## src/rtl/line_fifo_sequencer.sv

```systemverilog
// Sequencer for the multi-line RAM FIFO in the vertical scaler: write addressing per input
// line, fixed-point vertical stepping on the read side, and end-of-frame drain.
module line_fifo_sequencer #(
  parameter int unsigned DATA_WIDTH    = 8,
  parameter int unsigned ADDRESS_WIDTH = 10,
  parameter int unsigned BUFFER_SIZE   = 4,
  parameter int unsigned FILL_WIDTH    = 3,
  parameter int unsigned SCALE_FRAC    = 14,
  parameter int unsigned LINES_WIDTH   = 11
) (
  input  logic                     i_clk,
  input  logic                     i_rst,
  input  logic                     i_start,
  input  logic [ADDRESS_WIDTH-1:0] i_in_width,
  input  logic [LINES_WIDTH-1:0]   i_in_height,
  input  logic [LINES_WIDTH-1:0]   i_out_height,
  input  logic [SCALE_FRAC+1:0]    i_v_step,
  input  logic                     i_in_valid,
  input  logic [DATA_WIDTH-1:0]    i_in_data,
  output logic                     o_in_ready,
  output logic [DATA_WIDTH-1:0]    o_fifo_write_data,
  output logic [ADDRESS_WIDTH-1:0] o_fifo_write_address,
  output logic                     o_fifo_write_enable,
  output logic                     o_fifo_advance_write,
  output logic                     o_fifo_advance_read1,
  output logic                     o_fifo_advance_read2,
  output logic                     o_fifo_force_read,
  input  logic [FILL_WIDTH-1:0]    i_fifo_fill_count,
  output logic                     o_line_valid,
  output logic [SCALE_FRAC-1:0]    o_line_frac,
  input  logic                     i_line_done,
  output logic                     o_busy,
  output logic                     o_frame_done
);

  localparam int unsigned StepW = SCALE_FRAC + 2;
  localparam logic [StepW-1:0]      StepMax     = {2'b10, {SCALE_FRAC{1'b0}}};
  localparam logic [FILL_WIDTH-1:0] FillWrLimit = FILL_WIDTH'(BUFFER_SIZE - 1);

  typedef enum logic [2:0] {
    StIdle, StWait, StReady, StAdv, StSettle, StDrain, StDone
  } state_e;

  state_e r_state, w_state_d;

  logic [ADDRESS_WIDTH-1:0] r_in_width;
  logic [LINES_WIDTH-1:0]   r_in_height;
  logic [LINES_WIDTH-1:0]   r_out_height;
  logic [StepW-1:0]         r_v_step;
  logic [StepW-1:0]         w_v_step_clamp;

  logic [ADDRESS_WIDTH-1:0] r_wr_addr;
  logic [LINES_WIDTH-1:0]   r_lines_written;
  logic                     r_adv_write;
  logic                     r_adv_write_q;

  logic [LINES_WIDTH-1:0]   r_lines_out, w_lines_out_d, w_lines_out_inc;
  logic [SCALE_FRAC-1:0]    r_y_frac, w_y_frac_d;
  logic [1:0]               r_delta, w_delta_d, w_delta_eff;
  logic                     r_drain_pulse, w_drain_pulse_d;

  logic                     w_start_accept;
  logic                     w_busy;
  logic                     w_input_complete;
  logic                     w_in_ready;
  logic                     w_accept;
  logic                     w_last_pix;
  logic [StepW-1:0]         w_sum;
  logic [FILL_WIDTH-1:0]    w_fill_m1;

  assign w_start_accept   = i_start && (r_state == StIdle);
  assign w_busy           = (r_state != StIdle) && (r_state != StDone);
  assign w_input_complete = (r_lines_written == r_in_height);
  assign w_in_ready       = w_busy && (r_lines_written < r_in_height) &&
                            (i_fifo_fill_count < FillWrLimit) && !r_adv_write_q;
  assign w_accept         = i_in_valid && w_in_ready;
  assign w_last_pix       = w_accept && (r_wr_addr == r_in_width);
  assign w_lines_out_inc  = r_lines_out + LINES_WIDTH'(1);
  assign w_sum            = {2'b00, r_y_frac} + r_v_step;
  assign w_fill_m1        = i_fifo_fill_count - FILL_WIDTH'(1);

  assign o_in_ready           = w_in_ready;
  assign o_fifo_write_data    = i_in_data;
  assign o_fifo_write_address = r_wr_addr;
  assign o_fifo_write_enable  = w_accept;
  assign o_fifo_advance_write = r_adv_write;
  assign o_fifo_force_read    = w_busy && w_input_complete;
  assign o_busy               = w_busy;

  // Step of zero would stall the frame; more than two lines per output line cannot be advanced.
  always_comb begin
    w_v_step_clamp = i_v_step;
    if (i_v_step == '0) begin
      w_v_step_clamp = StepW'(1);
    end else if (i_v_step > StepMax) begin
      w_v_step_clamp = StepMax;
    end
  end

  // Once input is complete, keep the last line resident so the bottom edge can be replicated.
  always_comb begin
    w_delta_eff = r_delta;
    if (w_input_complete && (FILL_WIDTH'(r_delta) > w_fill_m1)) begin
      w_delta_eff = w_fill_m1[1:0];
    end
  end

  always_ff @(posedge i_clk) begin
    if (i_rst) begin
      r_in_width   <= '0;
      r_in_height  <= '0;
      r_out_height <= '0;
      r_v_step     <= '0;
    end else if (w_start_accept) begin
      r_in_width   <= i_in_width;
      r_in_height  <= i_in_height;
      r_out_height <= i_out_height;
      r_v_step     <= w_v_step_clamp;
    end
  end

  always_ff @(posedge i_clk) begin
    if (i_rst || w_start_accept) begin
      r_wr_addr       <= '0;
      r_lines_written <= '0;
      r_adv_write     <= 1'b0;
      r_adv_write_q   <= 1'b0;
    end else begin
      r_adv_write   <= w_last_pix;
      r_adv_write_q <= r_adv_write;
      if (w_accept) begin
        if (w_last_pix) begin
          r_wr_addr       <= '0;
          r_lines_written <= r_lines_written + LINES_WIDTH'(1);
        end else begin
          r_wr_addr <= r_wr_addr + ADDRESS_WIDTH'(1);
        end
      end
    end
  end

  always_ff @(posedge i_clk) begin
    if (i_rst) begin
      r_state       <= StIdle;
      r_lines_out   <= '0;
      r_y_frac      <= '0;
      r_delta       <= '0;
      r_drain_pulse <= 1'b0;
    end else if (w_start_accept) begin
      r_state       <= w_state_d;
      r_lines_out   <= '0;
      r_y_frac      <= '0;
      r_delta       <= '0;
      r_drain_pulse <= 1'b0;
    end else begin
      r_state       <= w_state_d;
      r_lines_out   <= w_lines_out_d;
      r_y_frac      <= w_y_frac_d;
      r_delta       <= w_delta_d;
      r_drain_pulse <= w_drain_pulse_d;
    end
  end

  always_comb begin
    w_state_d            = r_state;
    w_lines_out_d        = r_lines_out;
    w_y_frac_d           = r_y_frac;
    w_delta_d            = r_delta;
    w_drain_pulse_d      = 1'b0;
    o_fifo_advance_read1 = 1'b0;
    o_fifo_advance_read2 = 1'b0;
    o_line_valid         = 1'b0;
    o_line_frac          = '0;
    o_frame_done         = 1'b0;
    unique case (r_state)
      StIdle: begin
        if (i_start) w_state_d = StWait;
      end
      StWait: begin
        if ((i_fifo_fill_count >= FILL_WIDTH'(2)) ||
            (w_input_complete && (i_fifo_fill_count >= FILL_WIDTH'(1)))) begin
          w_state_d = StReady;
        end
      end
      StReady: begin
        o_line_valid = 1'b1;
        o_line_frac  = (i_fifo_fill_count == FILL_WIDTH'(1)) ? '0 : r_y_frac;
        if (i_line_done) begin
          w_lines_out_d = w_lines_out_inc;
          if (w_lines_out_inc == r_out_height) begin
            w_state_d = StDrain;
          end else begin
            w_delta_d  = w_sum[StepW-1:SCALE_FRAC];
            w_y_frac_d = w_sum[SCALE_FRAC-1:0];
            w_state_d  = StAdv;
          end
        end
      end
      StAdv: begin
        // Hold off while a write advance is landing so the two never coincide.
        if (!r_adv_write) begin
          o_fifo_advance_read1 = (w_delta_eff == 2'd1);
          o_fifo_advance_read2 = (w_delta_eff == 2'd2);
          w_state_d            = StSettle;
        end
      end
      StSettle: begin
        w_state_d = StWait;
      end
      StDrain: begin
        if (!r_drain_pulse && !r_adv_write) begin
          if (i_fifo_fill_count != '0) begin
            o_fifo_advance_read1 = 1'b1;
            w_drain_pulse_d      = 1'b1;
          end else if (w_input_complete) begin
            w_state_d = StDone;
          end
        end
      end
      StDone: begin
        o_frame_done = 1'b1;
        w_state_d    = StIdle;
      end
      default: w_state_d = StIdle;
    endcase
  end

endmodule

```

## config.mk

```make
export PLATFORM = sky130hd
export DESIGN_NAME = line_fifo_sequencer
export DESIGN_NICKNAME = d
export VERILOG_FILES = /design/src/rtl/line_fifo_sequencer.sv
export SDC_FILE = /design/constraint.sdc
export NUM_CORES = 1
export LEC_CHECK = 0
export ABC_AREA = 1
export BUFFER_PORTS_ARGS = -buffer_cell sky130_fd_sc_hd__buf_2
export CAP_MARGIN = 10
export CORE_UTILIZATION = 51
export DETAILED_ROUTE_END_ITERATION = 10
export PLACE_DENSITY = 0.74
export SYNTH_ARGS = -nofsm -noshare
export SYNTH_HDL_FRONTEND = slang
export SYNTH_SLANG_ARGS = --single-unit
```

## constraint.sdc

```tcl
create_clock -name i_clk -period 2.3 [get_ports i_clk]
set_clock_uncertainty 0.15 [all_clocks]
set_input_delay 0.23 -clock i_clk [delete_from_list [all_inputs] [get_ports i_clk]]
set_output_delay 0.23 -clock i_clk [all_outputs]
set_load 0.01 [all_outputs]
```

* Yosys cells after proc, flatten, opt, wreduce, memory -nomap -nowiden
Index checks and enable logic that the tools add are counted.
** Word-level totals
- Flip-flop bits (word level) :: 102
** Cells by class
- $add $sub $neg :: 5
- Order comparisons :: 6
- Eq/ne operators :: 20
- Mux-type cells :: 23
- Bitwise gates (word level) :: 2
- Reductions and logical operators :: 26
** Operators by type and width (count)
- two-way mux 16 bit :: 2
- two-way mux 14 bit :: 2
- two-way mux 3 bit :: 8
- adder 11 x 1 -> 11 bit (second input constant) :: 2
- == test 11 bit :: 2
- one-hot mux 3 bit (6 select lines) :: 1
- adder 14 x 16 -> 16 bit :: 1
- > comparator 16 bit (second input constant) :: 1
- zero test 16 bit :: 1
- != test 2 bit (second input constant) :: 7
- logical AND 1 bit :: 11
- less-than comparator 11 bit :: 1
- adder 10 x 1 -> 10 bit (second input constant) :: 1
- == test 10 bit :: 1
- two-way mux 10 bit :: 1
- == test 3 bit (second input constant) :: 3
- two-way mux 1 bit :: 7
- AND reduction 7 bit :: 1
- == test 3 x 1 -> 1 bit (second input constant) :: 2
- == test 3 x 2 -> 1 bit (second input constant) :: 2
- nonzero test 3 bit :: 2
- AND reduction 2 bit :: 2
- >= comparator 3 x 1 -> 1 bit (second input constant) :: 1
- >= comparator 3 x 2 -> 1 bit (second input constant) :: 1
- 15 further kinds :: 19

* Longest topological paths before layout
Gate-level depths: netlist of run 1.
- Word-level depth :: 8
- Gate-level depth with buffers :: 17
- Depth with buffers taken out :: 17

* Worst setup path before layout of run 1
OpenSTA, ideal clock, no wires.
- Path type :: input -> output
- Start :: in i_fifo_fill_count[0]
- End :: out o_fifo_advance_read2
- Data arrival time :: 1.845 ns
- Data required time :: 1.920 ns
- Path slack :: 0.075 ns
- Cell stages on the path :: 8
- Path buffers :: 0
- Path through :: inv_1 -> ha_1 -> ha_1 -> a21oi_1 -> a21oi_1 -> nand3b_1 -> mux2_2 -> nor3b_1
** Between the ends
- Cells in the longest elaborated chain, start to end :: 7
** Ends and longest elaborated chain
- start, declared :: line 28 : input logic [FILL_WIDTH-1:0] i_fifo_fill_count,
- subtractor 3 x 1 -> 3 bit (*) :: line 80 : assign w_fill_m1 = i_fifo_fill_count - FILL_WIDTH'(1);
- > comparator 2 x 3 -> 1 bit :: line 103 : if (w_input_complete && (FILL_WIDTH'(r_delta) > w_fill_m1)) begin
- logical AND 1 bit :: line 103
- two-way mux 2 bit (*) :: line 103
- == test 2 bit (*) :: line 203 : o_fifo_advance_read2 = (w_delta_eff == 2'd2);
- two-way mux 1 bit (*) :: line 201 : if (!r_adv_write) begin
- two-way mux 1 bit (*) :: line 175 : unique case (r_state)
- end, declared :: line 26 : output logic o_fifo_advance_read2,
Mark *: on every way between the ends. The rest lies on a longest branch, timed or not.

* Worst setup path after layout of run 1
- Start :: reg r_in_height[10]
- End :: out o_fifo_advance_read2
** Between the ends
- Cells in the longest elaborated chain, start to end :: 6
** Ends and longest elaborated chain
- start, declared :: line 47 : logic [LINES_WIDTH-1:0] r_in_height;
- start signal, assigned :: line 116 : r_in_height <= i_in_height;
- == test 11 bit :: line 73 : assign w_input_complete = (r_lines_written == r_in_height);
- logical AND 1 bit :: line 103
- two-way mux 2 bit :: line 103
- == test 2 bit :: line 203
- two-way mux 1 bit :: line 201
- two-way mux 1 bit :: line 175
No other way between the ends.

==> results of run 1 <==
-- cell type report --
class                   count  area, sq um  share of cell area, %
inverters                 106          408                   5.20
clock buffers               9          225                   2.87
flip-flops and latches    102         2060                   26.3
clock inverters             7         67.6                  0.862
multi-input cells         610         3570                   45.5
repair buffers            186         1330                   17.0
well taps                 143          179                   2.28
-- per-stage QoR --
stage / hold slack [ns] / utilization, % / setup slack (ns) / cell area (sq um) / total power [uW]
after detailed placement: 0.278 / 58.9 / -0.0919 / 6720 / 3370
after global placement: 0.274 / 58.9 / -0.102 / 6720 / 3350
after floorplan: 0.149 / - / 0.0746 / 5980 / 2950
final: 0.0404 / 68.7 / -0.265 / 7840 / 5120
after CTS: 0.0164 / 66.3 / -0.255 / 7570 / 5000
after global routing: 0.0372 / 68.7 / -0.403 / 7840 / 5400
-- what timing repair did --
| action | in CTS | in global routing |
|---|---|---|
| gates cloned | 0 | 1 |
| pin swaps | 8 | 22 |
| gates resized for setup | 23 | 48 |
| setup endpoints to repair | 7 | 38 |
| endpoints found under the hold margin | 48 | 0 |
| hold buffers | 47 | 0 |
| setup buffers | 1 | 12 |
-- worst paths after layout --
| path | cells past startpoint | slack, ns | to | startpoint |
|---|---|---|---|---|
| worst min-delay path | 3 | 0.04 | r_v_step[14] | i_v_step[14] |
| worst min register to register | 2 | 0.32 | r_in_width[3] | r_in_width[3] |
| worst max-delay path | 9 | -0.26 | o_fifo_advance_read2 | r_in_height[10] |
| worst max register to register | 13 | -0.03 | o_fifo_write_address[6] | r_lines_written[8] |
-- layer usage --
metal	wire [microns]	GRT usage, %	part of all wire, %	vias up
met2	7200	42.1	46	143
met4	269	7.99	1.7	0
met5	0	0	0	-
met1	7500	35.1	48	2757
met3	712	5.06	4.5	25
li1	-	-	-	3109
-- worst max-delay path: stages (launching register included) --
cell and delay, ns:
dfxtp_2 0.33, inv_2 0.04, ha_4 0.27, nand2_4 0.06, nor2_4 0.11, nand4_1 0.13
nand3b_1 0.25, mux2_4 0.34, nor3b_2 0.15, buf_2 0.15
-- state kept, by name (all words and copies together), names as in the netlist, 2 cells and up --
register / cells
r_y_frac: 14
r_in_height: 11
r_state: 3
r_delta: 2
r_lines_written: 11
r_out_height: 11
r_in_width: 10
r_lines_out: 11
r_v_step: 16
o_fifo_write_address: 10
-- cells by family (layout without fill, tap and decap cells) --
group / count (synthesis) / after routing / share of synthesized area, %
simple gates: 403 / 403 / 30.0
compound gates: 140 / 140 / 14.0
buf+inv: 140 / 308 / 9.68
flops: 102 / 102 / 34.1
fa+ha+maj: 35 / 35 / 7.44
xor+xnor: 31 / 31 / 4.54
mux: 1 / 1 / 0.188
-- report_power, final --
group          internal, uW  switching [uW]  total, uW
clock network           762             768       1530
registers              1940             126       2060
logic                   636             893       1530
-- cell usage after synthesis, types with 2 or more instances --
| cell type | instances | area (sq um) |
|---|---|---|
| nand3_2 | 3 | 30.0 |
| and2_1 | 2 | 12.5 |
| nand3b_1 | 8 | 60.1 |
| ha_1 | 34 | 425 |
| nand2_4 | 3 | 33.8 |
| nor4_1 | 6 | 37.5 |
| a21o_1 | 2 | 15.0 |
| inv_2 | 3 | 11.3 |
| a21oi_1 | 44 | 220 |
| xnor2_1 | 11 | 96.3 |
| buf_4 | 8 | 60.1 |
| xor2_1 | 20 | 175 |
| o21ai_0 | 53 | 265 |
| nor3b_1 | 2 | 15.0 |
| o211ai_1 | 2 | 15.0 |
| nor2_2 | 9 | 56.3 |
| o21ai_1 | 7 | 35.0 |
| nand3_1 | 53 | 265 |
| nand4_1 | 11 | 68.8 |
| nand2_2 | 7 | 43.8 |
| nor3_1 | 22 | 110 |
| a22o_1 | 5 | 43.8 |
| a21oi_2 | 6 | 52.6 |
| o22ai_1 | 3 | 18.8 |
| inv_1 | 101 | 379 |
| a32o_1 | 13 | 130 |
| clkbuf_1 | 21 | 78.8 |
| nand2_1 | 201 | 754 |
| nor2_1 | 74 | 278 |
| dfxtp_1 | 102 | 2040 |
==> qor.yml, run 1 <==
placed_design:
  place.gp.congestion: 0.906
  place_hpwl_mm: 10.8
  io_buffers: 88
  dp.cells: 1086
global_routing:
  grt_pass1_wl_mm: 24.7
  grt_pass1_vias: 5479
  grt_max_degree: 32
  globalRouteOverflowTotal: 0
  antenna_found_initial: 0
  grt_usage_pct: 26.1
setup_path:
  worst_setup_path_start_kind: "flip-flop"
  end_kind: "output port"
  critPathRequiredTime_ns: 1.92
  path_max_fanout: 2
  cp_data_arrival_time_ns: 2.18
  crit_type: "reg -> out"
synthesis:
  yosysSeqAreaShare_pct: 34.1
  yosys_warnings: 0
  netlist_area_sq_um: 5980
  syn_nets: 951
  ys_seq_elements: 102
  synthArstFlopShare_pct: 0
  synth_top_flop_cell: "dfxtp_1"
  synth_cell_types: 46
  netlist_instances: 852
  synth.avg_cell_area_sq_um: 7.02
  synth_edf_count: 0
cells_and_area:
  area_growth_syn_to_layout_pct: 31.1
  layout_common_cells: "nand2_1 (194), inv_1 (93), buf_2 (88), dfxtp_1 (88), nor2_1 (70)"
  fillers: 976
  nNetsFinal: 1114
  fin_cells: 1163
  n_antenna_cell: 0
  final_common_cell: "nand2_1"
  drive_above_1_share_pct: 23.5
timing:
  slew_viol_final: 0
  setup_ws_ns: -0.265
  fin_crit_ns: 2.56
  hold_viol: 0
  rsz0062_at_grt: "yes"
  worstMarginPinSlew_ns: 0.521
  finalSetupViolCount: 9
  fmax_mhz: 390
  relSlewSlack_pct: 65.2
  setup_tns_ns: -0.710
  period_share_pct: 112
power:
  vdd_drop_max_mv: 0.636
  leakagePower_uw: 0.00357
  power_density_nw_per_um2: 653
detailed_routing:
  wire_per_inst_microns: 13.5
  vias_per_cell: 5.19
  drc: 0
  dr_total_vias: 6034
  wl_mm: 15.7
  drt.antenna.violating_nets: 0
  drt-pass1-iter-count: 5
  drtIter0Drc: 308
clock_tree:
  htreeDepth: 3
  cts-buffers-inserted: 9
  path_clk_slew_ns: 0.08
  cts_buffer_depth: 2
  cts_tree: "built"
  root_buffer: "clkbuf_16"
  clock_sinks: 102
  clock_latency_ns: 0.36
worst_hold_path:
  hold_path.class: "in -> reg"
floorplan:
  die_area_sq_um: 12200
  start_util_pct: 52.4
  die_w_microns: 110
  coreArea_sq_um: 11400
  row_count: 39
  die_y_microns: 110
  ios: 105
status:
  status: "complete, but fails checks"
  failed_checks: "negative setup slack"
run:
  maxCapViolCount: 0
No activity file was read; power rests on OpenSTA's default activity.
==> run 2: changes to the inputs <==
Settings changed: ABC_AREA 1 to default, CELL_PAD_IN_SITES_DETAIL_PLACEMENT from default to 0, CELL_PAD_IN_SITES_GLOBAL_PLACEMENT from default to 1, CORE_UTILIZATION 51 to 37, PLACE_DENSITY 0.74 to 0.73, SETUP_SLACK_MARGIN from default to 0.3.
==> run 2 against run 1 <==
- the run ends with design-rule violations, negative setup slack left
- sequential share of layout area shrank 2.0 points
- via count is 5.6% lower
- area after synthesis is 5.5% lower
- final cell count decreased by 5.6%
- global-route usage shrank 4.5 points
- combinational power is 56% higher
- first-iteration DRC count is 6.2% higher
- core utilization decreased by 11 points
- clock power barely moved
- critical path type is now reg -> reg
==> qor.yml, run 2 <==
status:
  status: "complete, but fails checks"
  failed_checks: "design-rule violations, negative setup slack"
cells_and_area:
  area_growth_syn_to_layout_pct: 51.0
  largest_register_ffs: 16  # unchanged
  largest-register: "r_v_step"
  final_common_cell: "nand2_1"
  biggestRegsByFlops: "r_v_step x16, r_y_frac x14"
  nNetsFinal: 1007  # -9.6%
  ff_latch_area_sq_um: 2080  # +0.55%
  layout_common_cells: "nand2_1 (93), buf_4 (85), buf_2 (85)"
  fillers: 1276  # +31%
  drive_above_1_share_pct: 37.7  # +14 points
  multi_input_area_sq_um: 3930  # +10%
clock_tree:
  cts_tree: "built"
  root_buffer: "clkbuf_16"
  cts-buffers-inserted: 9  # unchanged
  clock_sinks: 102  # unchanged
  path_clk_slew_ns: 0.07  # about the same
  clock_latency_ns: 0.36  # about the same
  cts_buffer_depth: 2  # unchanged
  htreeDepth: 3  # unchanged
timing:
  fin_crit_ns: 2.47  # -0.0947 ns
  finalSetupViolCount: 24  # +15
  slew_viol_final: 0  # unchanged
  period_share_pct: 107  # -4.1 points
  hold_viol: 0  # unchanged
  rsz0062_at_grt: "yes"
  setup_ws_ns: -0.170  # +0.0947 ns
  worstMarginPinSlew_ns: 0.459  # -0.0623 ns
  setup_tns_ns: -2.28  # -1.57 ns
  fmax_mhz: 405  # +3.8%
  relSlewSlack_pct: 69.4  # +4.2 points
global_routing:
  grt_pass1_wl_mm: 27.1  # +9.9%
  globalRouteOverflowTotal: 0  # unchanged
  antenna_found_initial: 1  # +1
  grt_max_degree: 40  # +25%
  grt_pass1_vias: 5645  # +3.0%
  grt_usage_pct: 21.6  # -4.5 points
floorplan:
  start_util_pct: 38.5  # -14 points
  die_w_microns: 126  # +14%
  ios: 105  # unchanged
  row_count: 44  # +13%
  die_y_microns: 126  # +14%
  coreArea_sq_um: 14700  # +29%
  die_area_sq_um: 15800  # +30%
setup_path:
  cp_data_arrival_time_ns: 2.61  # +0.43 ns
  end_kind: "flip-flop"
  crit_type: "reg -> reg"
  path_cells: "inv_2, ha_4, nand4_1, or3_4, buf_6, nor4b_2, o22ai_1, or3b_4, a21oi_2"
  critPathRequiredTime_ns: 2.44  # +0.52 ns
  crit_slowest_cell: "or3_4"
  rr_startpoint: "r_in_height[6]"
  worst_setup_path_start_kind: "flip-flop"
  startpoint: "r_in_height[6]"
  path_max_fanout: 4  # +2
  max_stage_delay_ns: 0.41  # +0.07 ns
synthesis:
  yosysSeqAreaShare_pct: 36.1  # +2.0 points
  synth_edf_count: 0  # unchanged
  synth.most_common_cell: "dfxtp_1"
  syn_nets: 791  # -17%
  netlist_area_sq_um: 5650  # -5.5%
  ys_seq_elements: 102  # unchanged
  synthTopCellsByCount: "dfxtp_1 (102), nand2_1 (96), a21oi_1 (69)"
  synth.avg_cell_area_sq_um: 8.17  # +16%
  synth_cell_types: 55  # +20%
  synthArstFlopShare_pct: 0  # unchanged
  netlist_instances: 692  # -19%
  yosys.area.top_type_share_pct: 36.1  # +2.0 points
  synth_top_flop_cell: "dfxtp_1"
  synth_top_area_cell: "dfxtp_1"
  yosys_warnings: 0  # unchanged
  netlist_top_cells_area: "dfxtp_1 (36%), ha_1 (7.5%), nand2_1 (6.4%)"
worst_hold_path:
  min_from: "i_rst"
  hold_path.class: "in -> reg"
detailed_routing:
  drt-pass1-iter-count: 8  # +3
  dr_total_vias: 5697  # -5.6%
  drc: 7  # +7
  wl_mm: 17.2  # +9.9%
  drtIter0Drc: 327  # +6.2%
  vias_per_cell: 5.19  # about the same
  drt.antenna.violating_nets: 0  # unchanged
  wire_per_inst_microns: 15.7  # +16%
placed_design:
  place_hpwl_mm: 11.3  # +4.4%
  io_buffers: 88  # unchanged
  place_ws_ns: -0.138  # -0.0466 ns
  place.gp.congestion: 0.911  # +0.56%
power:
  power_density_nw_per_um2: 702  # +7.4%
  total_power_uw: 5990  # +17%
  vdd_drop_max_mv: 0.444  # -30%
  leakagePower_uw: 0.00349  # -2.4%
run:
  maxCapViolCount: 0  # unchanged
-- run 2: timing repair --
| item | 4_1_cts | 5_1_grt |
|---|---|---|
| setup buffers | 21 | 8 |
| hold endpoints to repair | 47 | 0 |
| endpoints found under the setup margin | 59 | 76 |
| hold buffers | 47 | 0 |
| pin swaps | 39 | 14 |
| gates resized for setup | 99 | 44 |
| gates cloned | 3 | 2 |
-- run 2: area by class of cell --
class                      count  share of cell area (%)
multi-input combinational    525                    46.1
sequential                   102                    24.3
timing repair buffer         243                    22.3
clock buffer                  10                    2.80
tap                          184                    2.70
inverter                      27                    1.19
clock inverter                 6                   0.601
antenna                        1                  0.0293
-- run 2: worst paths after layout --
path | depth (start not counted) | to | slack (ns)
worst max register to register | 9 | r_state[0] | -0.17
worst min-delay path | 3 | r_lines_written[6] | 0.08
worst min register to register | 2 | r_in_height[8] | 0.31
worst max-delay path | 9 | r_state[0] | -0.17
-- run 2: worst max-delay path, delay by kind of cell (launching register included) --
kind	cells	cell delay [ns]
AOI/OAI and AO/OA	2	0.24
DFF	1	0.34
and+or+nand+nor	4	1.25
buffers and inverters	2	0.17
adders and majority gates	1	0.26
-- run 2: metrics by stage --
step	instances	util (%)	area (sq um)	hold WS, ns
2_1_floorplan	692	-	5790	0.189
3_3_place_gp	1000	46.5	6830	0.295
3_5_place_dp	1000	46.5	6830	0.299
4_1_cts	1087	56.2	8260	0.145
5_1_grt	1098	58.1	8540	0.101
6_report	1098	58.1	8540	0.0847
-- run 2: cell families (layout without fill, tap and decap cells) --
family | after synthesis | after routing | share of synthesized area [%]
AND/OR/NAND/NOR | 271 | 271 | 23.3
adder cells (fa/ha/maj) | 36 | 36 | 8.05
XOR/XNOR | 52 | 52 | 8.05
buffers and inverters | 65 | 286 | 5.47
multiplexers | 11 | 11 | 1.95
flip-flops | 102 | 102 | 36.1
AO/OA/AOI/OAI | 155 | 155 | 17.1
other | 0 | 1 | 0
-- run 2: report_power, final --
group | switching (uW) | internal (uW)
clock network | 738 | 782
registers | 151 | 1940
logic | 1240 | 1140
total | 2130 | 3860
-- run 2: layer usage --
layer | track usage (%) | share of wire [%] | vias to the layer above
met1 | 25.2 | 44 | 2725
li1 | - | - | 2834
met5 | 0 | 0 | -
met3 | 3.61 | 2.9 | 29
met2 | 39.1 | 51 | 109
met4 | 8.61 | 2.5 | 0
